[src/rtl/uart_sys_ctrl_if.sv]
// Command/response bus between the UART system controller and its RX, register
// file, ALU and TX FIFO neighbours.
interface uart_sys_ctrl_if #(
  parameter int DATA_WIDTH = 8,
  parameter int ADDR_WIDTH = 4
);
  logic [DATA_WIDTH-1:0]   rx_p_data;
  logic                    rx_d_vld;
  logic [ADDR_WIDTH-1:0]   rf_addr;
  logic                    rf_wr_en;
  logic [DATA_WIDTH-1:0]   rf_wr_data;
  logic                    rf_rd_en;
  logic [DATA_WIDTH-1:0]   rf_rd_data;
  logic                    rf_rd_vld;
  logic                    alu_en;
  logic [3:0]              alu_fun;
  logic [2*DATA_WIDTH-1:0] alu_out;
  logic                    alu_out_vld;
  logic [DATA_WIDTH-1:0]   tx_p_data;
  logic                    tx_d_vld;
  logic                    fifo_full;
  logic                    busy;
  logic                    cmd_err;

  modport master (
    input  rx_p_data, rx_d_vld, rf_rd_data, rf_rd_vld, alu_out, alu_out_vld, fifo_full,
    output rf_addr, rf_wr_en, rf_wr_data, rf_rd_en, alu_en, alu_fun, tx_p_data, tx_d_vld,
           busy, cmd_err
  );

  modport slave (
    output rx_p_data, rx_d_vld, rf_rd_data, rf_rd_vld, alu_out, alu_out_vld, fifo_full,
    input  rf_addr, rf_wr_en, rf_wr_data, rf_rd_en, alu_en, alu_fun, tx_p_data, tx_d_vld,
           busy, cmd_err
  );
endinterface

[src/rtl/uart_sys_ctrl.sv]
// UART system controller: decodes RX command frames into register-file
// writes/reads and ALU operations, and streams results into the TX FIFO.
module uart_sys_ctrl #(
  parameter int DATA_WIDTH = 8,
  parameter int ADDR_WIDTH = 4,
  parameter int OPA_ADDR   = 0,
  parameter int OPB_ADDR   = 1
) (
  input logic             clk,
  input logic             rst,
  uart_sys_ctrl_if.master bus
);
  localparam logic [DATA_WIDTH-1:0] CMD_WR     = DATA_WIDTH'(8'hAA);
  localparam logic [DATA_WIDTH-1:0] CMD_RD     = DATA_WIDTH'(8'hBB);
  localparam logic [DATA_WIDTH-1:0] CMD_ALU_OP = DATA_WIDTH'(8'hCC);
  localparam logic [DATA_WIDTH-1:0] CMD_ALU    = DATA_WIDTH'(8'hDD);

  typedef enum logic [3:0] {
    IDLE, WR_ADDR, WR_DATA, RD_ADDR, RD_WAIT, RD_SEND,
    OPA, OPB, FUN, ALU_WAIT, SEND_LO, SEND_HI
  } state_t;

  state_t                  state, state_nx;
  logic [ADDR_WIDTH-1:0]   addr_q, addr_nx;
  logic [2*DATA_WIDTH-1:0] res_q, res_nx;
  logic [ADDR_WIDTH-1:0]   rf_addr_q, rf_addr_nx;
  logic [DATA_WIDTH-1:0]   wr_data_q, wr_data_nx;
  logic [3:0]              fun_q, fun_nx;
  logic [DATA_WIDTH-1:0]   tx_data_q, tx_data_nx;
  logic                    wr_en_q, wr_en_nx;
  logic                    rd_en_q, rd_en_nx;
  logic                    alu_en_q, alu_en_nx;
  logic                    tx_vld_q, tx_vld_nx;
  logic                    err_q, err_nx;
  logic                    busy_q;

  always_ff @(posedge clk or negedge rst) begin
    if (!rst) begin
      state     <= IDLE;
      addr_q    <= '0;
      res_q     <= '0;
      rf_addr_q <= '0;
      wr_data_q <= '0;
      fun_q     <= '0;
      tx_data_q <= '0;
      wr_en_q   <= 1'b0;
      rd_en_q   <= 1'b0;
      alu_en_q  <= 1'b0;
      tx_vld_q  <= 1'b0;
      err_q     <= 1'b0;
      busy_q    <= 1'b0;
    end else begin
      state     <= state_nx;
      addr_q    <= addr_nx;
      res_q     <= res_nx;
      rf_addr_q <= rf_addr_nx;
      wr_data_q <= wr_data_nx;
      fun_q     <= fun_nx;
      tx_data_q <= tx_data_nx;
      wr_en_q   <= wr_en_nx;
      rd_en_q   <= rd_en_nx;
      alu_en_q  <= alu_en_nx;
      tx_vld_q  <= tx_vld_nx;
      err_q     <= err_nx;
      busy_q    <= (state_nx != IDLE);
    end
  end

  always_comb begin
    state_nx   = state;
    addr_nx    = addr_q;
    res_nx     = res_q;
    rf_addr_nx = rf_addr_q;
    wr_data_nx = wr_data_q;
    fun_nx     = fun_q;
    tx_data_nx = tx_data_q;
    wr_en_nx   = 1'b0;
    rd_en_nx   = 1'b0;
    alu_en_nx  = 1'b0;
    tx_vld_nx  = 1'b0;
    err_nx     = 1'b0;
    unique case (state)
      IDLE: if (bus.rx_d_vld) begin
        if      (bus.rx_p_data == CMD_WR)     state_nx = WR_ADDR;
        else if (bus.rx_p_data == CMD_RD)     state_nx = RD_ADDR;
        else if (bus.rx_p_data == CMD_ALU_OP) state_nx = OPA;
        else if (bus.rx_p_data == CMD_ALU)    state_nx = FUN;
        else                                  err_nx   = 1'b1;
      end
      WR_ADDR: if (bus.rx_d_vld) begin
        addr_nx  = bus.rx_p_data[ADDR_WIDTH-1:0];
        state_nx = WR_DATA;
      end
      WR_DATA: if (bus.rx_d_vld) begin
        wr_en_nx   = 1'b1;
        rf_addr_nx = addr_q;
        wr_data_nx = bus.rx_p_data;
        state_nx   = IDLE;
      end
      RD_ADDR: if (bus.rx_d_vld) begin
        rd_en_nx   = 1'b1;
        rf_addr_nx = bus.rx_p_data[ADDR_WIDTH-1:0];
        state_nx   = RD_WAIT;
      end
      // A response coincident with the request strobe is too early to be ours.
      RD_WAIT: if (bus.rf_rd_vld && !rd_en_q) begin
        res_nx   = {{DATA_WIDTH{1'b0}}, bus.rf_rd_data};
        state_nx = RD_SEND;
      end
      RD_SEND: if (!bus.fifo_full) begin
        tx_vld_nx  = 1'b1;
        tx_data_nx = res_q[DATA_WIDTH-1:0];
        state_nx   = IDLE;
      end
      OPA: if (bus.rx_d_vld) begin
        wr_en_nx   = 1'b1;
        rf_addr_nx = ADDR_WIDTH'(OPA_ADDR);
        wr_data_nx = bus.rx_p_data;
        state_nx   = OPB;
      end
      OPB: if (bus.rx_d_vld) begin
        wr_en_nx   = 1'b1;
        rf_addr_nx = ADDR_WIDTH'(OPB_ADDR);
        wr_data_nx = bus.rx_p_data;
        state_nx   = FUN;
      end
      FUN: if (bus.rx_d_vld) begin
        alu_en_nx = 1'b1;
        fun_nx    = bus.rx_p_data[3:0];
        state_nx  = ALU_WAIT;
      end
      ALU_WAIT: if (bus.alu_out_vld && !alu_en_q) begin
        res_nx   = bus.alu_out;
        state_nx = SEND_LO;
      end
      SEND_LO: if (!bus.fifo_full) begin
        tx_vld_nx  = 1'b1;
        tx_data_nx = res_q[DATA_WIDTH-1:0];
        state_nx   = SEND_HI;
      end
      SEND_HI: if (!bus.fifo_full) begin
        tx_vld_nx  = 1'b1;
        tx_data_nx = res_q[2*DATA_WIDTH-1:DATA_WIDTH];
        state_nx   = IDLE;
      end
      default: state_nx = IDLE;
    endcase
  end

  assign bus.rf_addr    = rf_addr_q;
  assign bus.rf_wr_en   = wr_en_q;
  assign bus.rf_wr_data = wr_data_q;
  assign bus.rf_rd_en   = rd_en_q;
  assign bus.alu_en     = alu_en_q;
  assign bus.alu_fun    = fun_q;
  assign bus.tx_p_data  = tx_data_q;
  assign bus.tx_d_vld   = tx_vld_q;
  assign bus.busy       = busy_q;
  assign bus.cmd_err    = err_q;
endmodule

[src/flat_wrapper.sv]
// flat-port wrapper written by rule: the top's interface ports become plain ports
module uart_sys_ctrl_flat 
#(
  parameter int DATA_WIDTH = 8,
  parameter int ADDR_WIDTH = 4,
  parameter int OPA_ADDR   = 0,
  parameter int OPB_ADDR   = 1
)
  (clk, rst, bus_rx_p_data, bus_rx_d_vld, bus_rf_rd_data, bus_rf_rd_vld, bus_alu_out, bus_alu_out_vld, bus_fifo_full, bus_rf_addr, bus_rf_wr_en, bus_rf_wr_data, bus_rf_rd_en, bus_alu_en, bus_alu_fun, bus_tx_p_data, bus_tx_d_vld, bus_busy, bus_cmd_err);
  uart_sys_ctrl_if #(.DATA_WIDTH(DATA_WIDTH), .ADDR_WIDTH(ADDR_WIDTH)) bus_i ();
  input logic clk;
  input logic rst;
  input wire logic [$bits(bus_i.rx_p_data)-1:0] bus_rx_p_data;
  input wire logic [$bits(bus_i.rx_d_vld)-1:0] bus_rx_d_vld;
  input wire logic [$bits(bus_i.rf_rd_data)-1:0] bus_rf_rd_data;
  input wire logic [$bits(bus_i.rf_rd_vld)-1:0] bus_rf_rd_vld;
  input wire logic [$bits(bus_i.alu_out)-1:0] bus_alu_out;
  input wire logic [$bits(bus_i.alu_out_vld)-1:0] bus_alu_out_vld;
  input wire logic [$bits(bus_i.fifo_full)-1:0] bus_fifo_full;
  output wire logic [$bits(bus_i.rf_addr)-1:0] bus_rf_addr;
  output wire logic [$bits(bus_i.rf_wr_en)-1:0] bus_rf_wr_en;
  output wire logic [$bits(bus_i.rf_wr_data)-1:0] bus_rf_wr_data;
  output wire logic [$bits(bus_i.rf_rd_en)-1:0] bus_rf_rd_en;
  output wire logic [$bits(bus_i.alu_en)-1:0] bus_alu_en;
  output wire logic [$bits(bus_i.alu_fun)-1:0] bus_alu_fun;
  output wire logic [$bits(bus_i.tx_p_data)-1:0] bus_tx_p_data;
  output wire logic [$bits(bus_i.tx_d_vld)-1:0] bus_tx_d_vld;
  output wire logic [$bits(bus_i.busy)-1:0] bus_busy;
  output wire logic [$bits(bus_i.cmd_err)-1:0] bus_cmd_err;
  assign bus_i.rx_p_data = bus_rx_p_data;
  assign bus_i.rx_d_vld = bus_rx_d_vld;
  assign bus_i.rf_rd_data = bus_rf_rd_data;
  assign bus_i.rf_rd_vld = bus_rf_rd_vld;
  assign bus_i.alu_out = bus_alu_out;
  assign bus_i.alu_out_vld = bus_alu_out_vld;
  assign bus_i.fifo_full = bus_fifo_full;
  assign bus_rf_addr = bus_i.rf_addr;
  assign bus_rf_wr_en = bus_i.rf_wr_en;
  assign bus_rf_wr_data = bus_i.rf_wr_data;
  assign bus_rf_rd_en = bus_i.rf_rd_en;
  assign bus_alu_en = bus_i.alu_en;
  assign bus_alu_fun = bus_i.alu_fun;
  assign bus_tx_p_data = bus_i.tx_p_data;
  assign bus_tx_d_vld = bus_i.tx_d_vld;
  assign bus_busy = bus_i.busy;
  assign bus_cmd_err = bus_i.cmd_err;
  uart_sys_ctrl #(.DATA_WIDTH(DATA_WIDTH), .ADDR_WIDTH(ADDR_WIDTH), .OPA_ADDR(OPA_ADDR), .OPB_ADDR(OPB_ADDR)) u_core (.clk(clk), .rst(rst), .bus(bus_i));
endmodule
[config.mk]
export PLATFORM = sky130hd
export DESIGN_NAME = uart_sys_ctrl_flat
export DESIGN_NICKNAME = d
export VERILOG_FILES = /design/src/rtl/uart_sys_ctrl_if.sv /design/src/rtl/uart_sys_ctrl.sv /design/src/flat_wrapper.sv
export SDC_FILE = /design/constraint.sdc
export NUM_CORES = 1
export LEC_CHECK = 0
export CORE_UTILIZATION = 30
export DETAILED_ROUTE_END_ITERATION = 10
export MAX_ROUTING_LAYER = met4
export PLACE_DENSITY_LB_ADDON = 0.15
export SLEW_MARGIN = 5
export SYNTH_ARGS = -nofsm -noshare
export SYNTH_HDL_FRONTEND = slang
export SYNTH_SLANG_ARGS = --single-unit
[constraint.sdc]
create_clock -name clk -period 3.8 [get_ports clk]
set_input_delay 0.76 -clock clk [delete_from_list [all_inputs] [get_ports clk]]
set_output_delay 0.76 -clock clk [all_outputs]
set_load 0.1 [all_outputs]
# Word-level counts from Yosys, hierarchy flattened
# Index checks and enable logic that the tools add are counted.
[totals] regBits=54 output_inout_bits=30 word_cells=94
[classes] n_eq_ne=23 n_mux=39 reduce_logical=19
[ops] op="two-way mux 4 bit" count=19
[ops] op="one-hot mux 4 bit (11 select lines)" count=1
[ops] op="equality test 8 bit, second input constant" count=4
[ops] op="two-way mux 16 bit" count=2
[ops] op="one-hot mux 16 bit (2 select lines)" count=1
[ops] op="equality test 4 x 3 -> 1 bit, second input constant" count=4
[ops] op="equality test 4 bit, second input constant" count=4
[ops] op="two-way mux 8 bit" count=2
[ops] op="one-hot mux 4 bit (4 select lines)" count=1
[ops] op="one-hot mux 8 bit (2 select lines)" count=1
[ops] op="two-way mux 1 bit" count=12
[ops] op="!= test 2 bit, second input constant" count=6
[ops] op="equality test 4 x 2 -> 1 bit, second input constant" count=2
[ops] op="nonzero test 4 bit" count=2
[ops] op="AND reduction 2 bit" count=3
[ops] op="AND reduction 3 bit" count=2
[ops] op="OR reduction 3 bit" count=2
[ops] op="AND reduction 5 bit" count=1
[ops] op="equality test 4 x 1 -> 1 bit, second input constant" count=1
[ops] op="zero test 4 bit" count=1
[ops] op="!= test 2 x 1 -> 1 bit, second input constant" count=2
[ops] op="nonzero test 2 bit" count=2
[ops] op="OR reduction 2 bit" count=2
[ops] op="logical AND 1 bit" count=2
[ops] op="zero test 1 bit" count=2

# Depth between registers and ports, before layout
# Gate-level depths: netlist of the first run.
[depth] word_depth=8 mapped_depth=10 mapped_depth_nobuf=5

# Worst setup path before layout of the first run
# No wires, ideal clock.
[synth_path] path_kind="input -> register" start="in bus_rx_p_data[0]" end="reg u_core.busy_q, in the netlist u_core.bus.busy" setup_time_ns=0.138 t_arrival_ns=2.012 setup_slack_ns=1.650 cell_stages=6 n_path_buf=1 cell_sequence="buf_2 -> nor2_1 -> and4_1 -> a222oi_1 -> nor2_1 -> or4_1"
[synth_via] elab_chain_len=8 word_cells_on_any_way=11 cone_classes="eq/ne: 4; mux: 6; reduce/logical: 1"
[synth_lines] element="start: declaration" line_no="flat_wrapper.sv:13" source="input wire logic [$bits(bus_i.rx_p_data)-1:0] bus_rx_p_data;"
[synth_lines] element="equality test 8 bit" line_no="uart_sys_ctrl.sv:87" source="else if (bus.rx_p_data == CMD_ALU) state_nx = FUN;"
[synth_lines] element="two-way mux 4 bit" line_no="uart_sys_ctrl.sv:87"
[synth_lines] element="two-way mux 4 bit" line_no="uart_sys_ctrl.sv:86" source="else if (bus.rx_p_data == CMD_ALU_OP) state_nx = OPA;"
[synth_lines] element="two-way mux 4 bit" line_no="uart_sys_ctrl.sv:85" source="else if (bus.rx_p_data == CMD_RD) state_nx = RD_ADDR;"
[synth_lines] element="two-way mux 4 bit *" line_no="uart_sys_ctrl.sv:84" source="if (bus.rx_p_data == CMD_WR) state_nx = WR_ADDR;"
[synth_lines] element="two-way mux 4 bit *" line_no="uart_sys_ctrl.sv:83" source="IDLE: if (bus.rx_d_vld) begin"
[synth_lines] element="one-hot mux 4 bit (11 select lines) *" line_no="uart_sys_ctrl.sv:82" source="unique case (state)"
[synth_lines] element="via u_core.state_nx[2]" line_no="uart_sys_ctrl.sv:23" source="state_t state, state_nx;"
[synth_lines] element="nonzero test 4 bit *" line_no="uart_sys_ctrl.sv:65" source="busy_q <= (state_nx != IDLE);"
[synth_lines] element="end signal: assignment" line_no="uart_sys_ctrl.sv:65"
[synth_lines] element="end: declaration" line_no="uart_sys_ctrl.sv:35" source="logic busy_q;"
# The timed path passes the listed nets; every way through them passes the cells marked *.
# A chain may end at the register's enable or synchronous reset.

# Worst setup path after layout of the first run
[layout_path] start="reg u_core.state[0]" end="reg u_core.res_q[9]"
[layout_via] elab_chain_len=3 word_cells_on_any_way=7 cone_classes="eq/ne: 4; mux: 1; reduce/logical: 2"
[layout_lines] element="start: declaration" line_no="uart_sys_ctrl.sv:23"
[layout_lines] element="start signal: assignment" line_no="uart_sys_ctrl.sv:53" source="state <= state_nx;"
[layout_lines] element="equality test 4 bit or equality test 4 x 3 -> 1 bit (tied branches)" line_no="uart_sys_ctrl.sv:82"
[layout_lines] element="!= test 2 x 1 -> 1 bit (no source line) or nonzero test 2 bit (tied branches)"
[layout_lines] element="AND reduction 3 bit (no source line)"
[layout_lines] element="end signal: assignment" line_no="uart_sys_ctrl.sv:55" source="res_q <= res_nx;"
[layout_lines] element="end: declaration" line_no="uart_sys_ctrl.sv:25" source="logic [2*DATA_WIDTH-1:0] res_q, res_nx;"
# Parallel ways exist; a longest one is shown, timed or not.

==> results by group, run 1 <==
Place
  • Post-detail-place hpwl: around 4 mm
  • Placed insts: 380
  • PortBufs: 67
  • Final RePlAce weighted congestion: 0.824
  • DP Area: roughly 0.0032 mm²

Clock tree
  • Hold-fix buffers at CTS: 0
  • Clock transition at path regs: around 90 ps
  • H-tree Lvls: 2
  • CTS buffer count: 5
  • Clk_lat worst skew: roughly 300 ps
  • # clock sinks: 54
  • Root buf cell: clkbuf_8
  • # Post-CTS Setup Buffers: 0
  • CTS resizes: 0
  • CTS Buffer Depth: 2
  • CTS tree: done

Power and ir drop
  • Lkg Pwr: between 0.001 and 0.0015 µW
  • Worst IR Drop VDD: around 0.55 mV
  • PwrDens: between 900 and 1000 mW/mm²

Cells and area
  • Core Util, Final: about two fifths
  • Layout cells sized above 1: a little under an eighth
  • Area Overhead vs Synth: 32.4%
  • Finished Cell Area: 0.00334 mm²
  • Final Non-Filler Cells: just under 400
  • Diodes inserted: 0
  • Fin nets: 320

Yosys
  • Yosys top cell area share: between 50% and 60%
  • Yosys cell types: 42
  • Sequential share of the synthesized area: between 50% and 60%
  • Yosys warnings: 0
  • Synth area leader: dfrtp_1
  • Mean Syn Cell Area: 11.5 µm²
  • Number of cells produced by synthesis: 219
  • Most frequent cell after synthesis: dfrtp_1
  • Syn Nets: roughly 260
  • Asr flop ratio synth: 100%
  • #FFs+latches synth: 54
  • Synth top area cells: dfrtp_1 53%, mux2i_1 7.1%, mux2_2 7.1%, nor2_1 3.0%, a22o_1 2.8%
  • Number of flops mapped to enable cells by yosys: 0
  • Cell Area, Synth: roughly 0.0025 mm²
  • Main synth FF type: dfrtp_1
  • Commonest cells post-synth: 54 x dfrtp_1, 20 x nor2_1, 18 x mux2i_1, 18 x nand2_1, 16 x mux2_2

Critical path
  • Setup slack, reg-to-reg: 830 ps
  • Arr. time, crit path: between 3000 and 4000 ps
  • FF-to-FF path depth: 5
  • Required time worst endpoint: about 4000 ps
  • CP endpoint: u_core.res_q[9]
  • Crit path launch type: register
  • Crit Reg-Reg Startpoint: u_core.state[0]
  • RR Endpoint: u_core.res_q[9]
  • Crit path from: u_core.state[0]
  • Biggest fanout along the worst timing path: 17
  • Crit Path Class: register to register
  • Setup crit end kind: register

Floorplan
  • Chip width: about 94 µm
  • Core ar.: just over 0.008 mm²
  • Row Count: 33
  • Ports: roughly 70
  • Die ar.: 0.00879 mm²
  • Die Ht: ~94 µm
  • Starting Density: 30.9%

GRT
  • Total GRT Usage: 14.1%
  • First-pass GRT wire length: a little over 9 mm
  • GRT overflow: 0
  • Initial antenna violation count: 0
  • Number of global-route vias before repair: 1844
  • Largest net degree at the start of global routing: 40

Worst hold path
  • Worst hold path type: register to register

STA
  • Final period util: between 70% and 80%
  • Min Tclk post-route: 2970 ps
  • Hold Worst Slack: 495 ps
  • Unrepaired setup endpoints after global routing: no
  • Slew @ Worst Pin: around 1100 ps
  • Setup TNS after final layout: 0 ps
  • Setup-failing EPs final: 0
  • Clock Skews: approximately 9.0 ps
  • Worst slew margin: around a quarter
  • FMAX: between 300 and 400 MHz
  • Fin. Hold Viols: 0
  • Slew Limit Fails: 0

Detailed routing
  • DR WL/cell: approximately 15 µm
  • Vias: approximately 1900
  • Post-DR vias/cell: 4.88
  • Initial DRT Pass Iterations: 4
  • ANT nets after route: 0
  • Initial drt markers: 110
  • Post-Route WL: roughly 5.7 mm
  • DRC Markers: 0

Run status
  • Outcome: complete, no violations

Flow run
  • Total of max-cap violations: 0
==> worst min-delay path by stage <==
stage                          start                to  depth (start not counted)
detailed placement   u_core.res_q[4]   u_core.res_q[4]                          2
floorplan            u_core.res_q[0]   u_core.res_q[0]                          2
global placement     u_core.res_q[3]   u_core.res_q[3]                          2
global route        u_core.addr_q[2]  u_core.addr_q[2]                          1
finish               u_core.res_q[3]   u_core.res_q[3]                          2
CTS                  u_core.res_q[3]   u_core.res_q[3]                          2
==> cell families after synthesis <==
| logic type | synth area share (%) |
|---|---|
| AND/OR/NAND/NOR | 13.5 |
| multiplexers | 14.3 |
| buffers and inverters | 4.80 |
| XOR/XNOR | 0.347 |
| AO/OA/AOI/OAI | 13.6 |
| flip-flops | 53.5 |
==> state kept, by name, summed over array words and instances (netlist names) <==
name	cells
u_core.bus.rf_wr_en	1
u_core.bus.tx_p_data	8
u_core.bus.busy	1
u_core.state	4
u_core.res_q	16
u_core.bus.rf_rd_en	1
u_core.bus.tx_d_vld	1
u_core.bus.alu_fun	4
u_core.bus.rf_wr_data	8
u_core.bus.rf_addr	4
u_core.bus.cmd_err	1
u_core.addr_q	4
u_core.bus.alu_en	1
==> cell type report <==
type / instances / area [µm²]
fill: 807 / 4830
sequential: 54 / 1350
clock buffer: 6 / 82.6
multi-input combinational: 148 / 1050
clock inverter: 1 / 30.0
inverter: 4 / 15.0
tap: 105 / 131
timing repair buffer: 69 / 681
==> critical path, cell delays in order, from the launching register on <==
cell and delay (ps):
dfrtp_1 640, nor4bb_4 890, and3b_1 610, nor2b_1 260, buf_4 260, a22o_1 190
==> power breakdown <==
group / internal (µW) / total [µW] / switching, µW
Sequential: 792 / 948 / 156
Combinational: 476 / 1760 / 1280
Clock: 211 / 388 / 177
==> cell usage in the layout (no fill, tap or decap), types with 2 or more instances in the layout <==
cell type / synthesis / layout
nand4bb_1: 2 / 2
clkdlybuf4s50_1: 0 / 66
nand2_1: 18 / 18
nor2_1: 20 / 20
buf_4: 2 / 2
a21oi_2: 2 / 2
a22o_1: 8 / 8
mux2_2: 16 / 16
a21oi_1: 10 / 10
nand4_1: 2 / 2
o21ai_0: 6 / 6
nor2b_1: 2 / 2
and2b_1: 2 / 2
inv_1: 3 / 3
a22oi_1: 5 / 5
a32oi_1: 2 / 2
dfrtp_1: 54 / 54
nand3_1: 4 / 4
nand4b_1: 2 / 2
mux2i_1: 18 / 18
o32ai_1: 2 / 2
and3_1: 2 / 2
clkbuf_8: 0 / 6
o21ai_1: 9 / 9
==> metrics by stage <==
step	total power [µW]	setup WS [ps]
after floorplan	2320	1650
after global placement	2720	792
after detailed placement	2730	832
after CTS	3130	802
after global routing	3250	600
final	3090	833
==> per-layer routing <==
metal | vias up | routed length (µm) | GRT usage, %
met1 | 916 | 2700 | 18.8
li1 | 916 | - | -
met5 | - | 0 | -
met3 | 11 | 285 | 3.07
met2 | 47 | 2660 | 21.4
met4 | 0 | 86 | 4.23
Power figures use the tool's default switching activity.
==> run 2, diff against run 1 <==
==> constraint.sdc (replaced) <==
create_clock -name clk -period 2.97 [get_ports clk]
set_input_delay 0.594 -clock clk [delete_from_list [all_inputs] [get_ports clk]]
set_output_delay 0.594 -clock clk [all_outputs]
set_load 0.1 [all_outputs]
==> results by group, run 2 (synthesis results as in run 1) <==
Critical path
  • Most used cell, CP: nor2_1
  • Crit Path Class: register to register (unchanged)
  • RR Endpoint: u_core.bus.busy (was u_core.res_q[9])
  • Buf/Inv on CP: 0 (was 1)
  • CP peak stage delay: 750 ps (was 890 ps)
  • CP cell instances: nor2_1 -> and4_1 -> a222oi_1 -> nor2_1 -> or4_1 (was nor4bb_4 -> and3b_1 -> nor2b_1 -> buf_4 -> a22o_1)
  • Arr. time, crit path: 2440 ps (was 3150 ps)
  • Slowest-stage cell, CP: dfrtp_1 (was nor4bb_4)
  • FF-to-FF path depth: 5 (unchanged)
  • Biggest fanout along the worst timing path: 18 (was 17)
  • Crit Reg-Reg Startpoint: u_core.state[1] (was u_core.state[0])
  • Crit path launch type: register (unchanged)
  • CP delay by family, top: simple AND/OR/NAND/NOR gates (unchanged)
  • Total number of cells along the worst setup path: 5 (unchanged)
  • Setup crit end kind: register (unchanged)
  • Required time worst endpoint: 3160 ps (was 3990 ps)
  • Setup slack, reg-to-reg: 720 ps (was 830 ps)

Clock tree
  • CTS Buffer Depth: 2 (unchanged)
  • # clock sinks: 54 (unchanged)
  • H-tree Lvls: 2 (unchanged)
  • CTS buffer count: 5 (unchanged)
  • Clk_lat worst skew: 310 ps (was 300 ps)
  • Root buf cell: clkbuf_8 (unchanged)
  • Hold-fix buffers at CTS: 0 (unchanged)
  • Clock transition at path regs: 100 ps (was 90 ps)
  • # Post-CTS Setup Buffers: 0 (unchanged)
  • CTS tree: done (unchanged)
  • CTS resizes: 0 (unchanged)

STA
  • Clock Skews: 5.19 ps (was 8.97 ps)
  • Min Tclk post-route: 2250 ps (was 2970 ps)
  • FMAX: 444 MHz (was 337 MHz)
  • Setup-failing EPs final: 0 (unchanged)
  • Unrepaired setup endpoints after global routing: no (unchanged)
  • Fin. Hold Viols: 0 (unchanged)
  • Setup TNS after final layout: 0 ps (unchanged)
  • Worst slew margin: 54.7% (was 26.5%)
  • Slew Limit Fails: 0 (unchanged)
  • Final period util: 75.8% (was 78.1%)
  • Slew @ Worst Pin: 679 ps (was 1100 ps)

Floorplan
  • Ports: 68 (unchanged)
  • Core ar.: 0.00818 mm² (unchanged)
  • Die Ht: 93.8 µm (unchanged)
  • Starting Density: 30.9% (unchanged)
  • Chip width: 93.8 µm (unchanged)
  • Die ar.: 0.00879 mm² (unchanged)
  • Row Count: 33 (unchanged)

GRT
  • Largest net degree at the start of global routing: 55 (was 40)
  • M3 GR Usage: 2.91% (was 3.07%)
  • Number of global-route vias before repair: 1850 (was 1844)
  • First-pass GRT wire length: 9.63 mm (was 9.27 mm)
  • Met1 Usage GRT: 19.8% (was 18.8%)
  • GRT overflow: 0 (unchanged)
  • Initial antenna violation count: 0 (unchanged)
  • Grt peak-use layer: met2 (unchanged)
  • Met2 usage: 22.5% (was 21.4%)
  • Total GRT Usage: 14.7% (was 14.1%)

Cells and area
  • Layout cells sized above 1: 23.9% (was 11.3%)
  • Most flops, register: u_core.res_q (unchanged)
  • Fillers: 825 (was 807)
  • Fin nets: 326 (was 320)
  • Commonest cells after routing, fill and taps aside: 54 x dfrtp_1, 38 x buf_4, 36 x clkdlybuf4s50_1, 20 x nor2_1 (was 66 x clkdlybuf4s50_1, 54 x dfrtp_1, 20 x nor2_1, 18 x nand2_1, 18 x mux2i_1)
  • Area Overhead vs Synth: 30.5% (was 32.4%)
  • Diodes inserted: 0 (unchanged)
  • Largest register FFs: 16 (unchanged)
  • Commonest non-fill, non-tap cell in the layout: dfrtp_1 (was clkdlybuf4s50_1)

Power and ir drop
  • Lkg Pwr: 0.00151 µW (was 0.00145 µW)
  • Total power draw: 3830 µW (was 3090 µW)
  • PwrDens: 1160 mW/mm² (was 925 mW/mm²)
  • Worst IR Drop VDD: 0.751 mV (was 0.551 mV)

Detailed routing
  • DR WL/cell: 14.8 µm (about the same)
  • Post-DR vias/cell: 4.81 (was 4.88)
  • DRC Markers: 0 (unchanged)
  • ANT nets after route: 0 (unchanged)
  • Initial DRT Pass Iterations: 4 (unchanged)
  • Initial drt markers: 117 (was 110)
  • Vias: 1894 (was 1890)
  • Post-Route WL: 5.82 mm (was 5.73 mm)

Worst hold path
  • Worst hold path type: input pin to asynchronous set/reset pin (was register to register)

Place
  • PortBufs: 67 (unchanged)
  • Post-detail-place hpwl: 4.08 mm (was 4.09 mm)
  • Final RePlAce weighted congestion: 0.789 (was 0.824)

Flow run
  • Total of max-cap violations: 0 (unchanged)

Run status
  • Outcome: complete, no violations (unchanged)
run 2: cell type report:
type	instances	area, µm²	area share [%]
Clock buffer	6	82.6	2.50
Clock inverter	2	12.5	0.380
Inverter	4	15.0	0.455
Multi-Input combinational cell	148	1050	32.0
Sequential cell	54	1350	41.0
Tap cell	105	131	3.98
Timing Repair Buffer	75	651	19.7
run 2: how the worst max path moves through the flow:
stage | to | startpoint
floorplan | u_core.bus.busy | u_core.bus.alu_en
global placement | u_core.bus.busy | bus_rx_d_vld
detailed placement | u_core.bus.busy | bus_rx_d_vld
CTS | u_core.bus.busy | bus_rx_d_vld
global route | u_core.bus.busy | u_core.state[1]
finish | u_core.bus.busy | u_core.state[1]
run 2: per-stage QoR:
step / instance area, µm² / setup slack (ps) / utilization [%] / std cells / hold WS (ps)
final: 3300 / 720 / 40.3 / 394 / 406
after global routing: 3300 / 569 / 40.3 / 394 / 464
after CTS: 3300 / 705 / 40.3 / 394 / 439
after detailed placement: 3200 / 360 / 39.2 / 386 / 475
after global placement: 3200 / 389 / 39.2 / 386 / 471
after floorplan: 2530 / 847 / - / 219 / 298
run 2: power breakdown:
| part | switching [µW] | internal [µW] |
|---|---|---|
| clock network | 247 | 188 |
| logic | 1630 | 554 |
| registers | 205 | 1010 |
run 2: routing by layer:
metal	share of wire [%]	routed length [µm]
met1	47	2760
met2	47	2750
met3	4.3	249
met4	1.0	59
met5	0	0
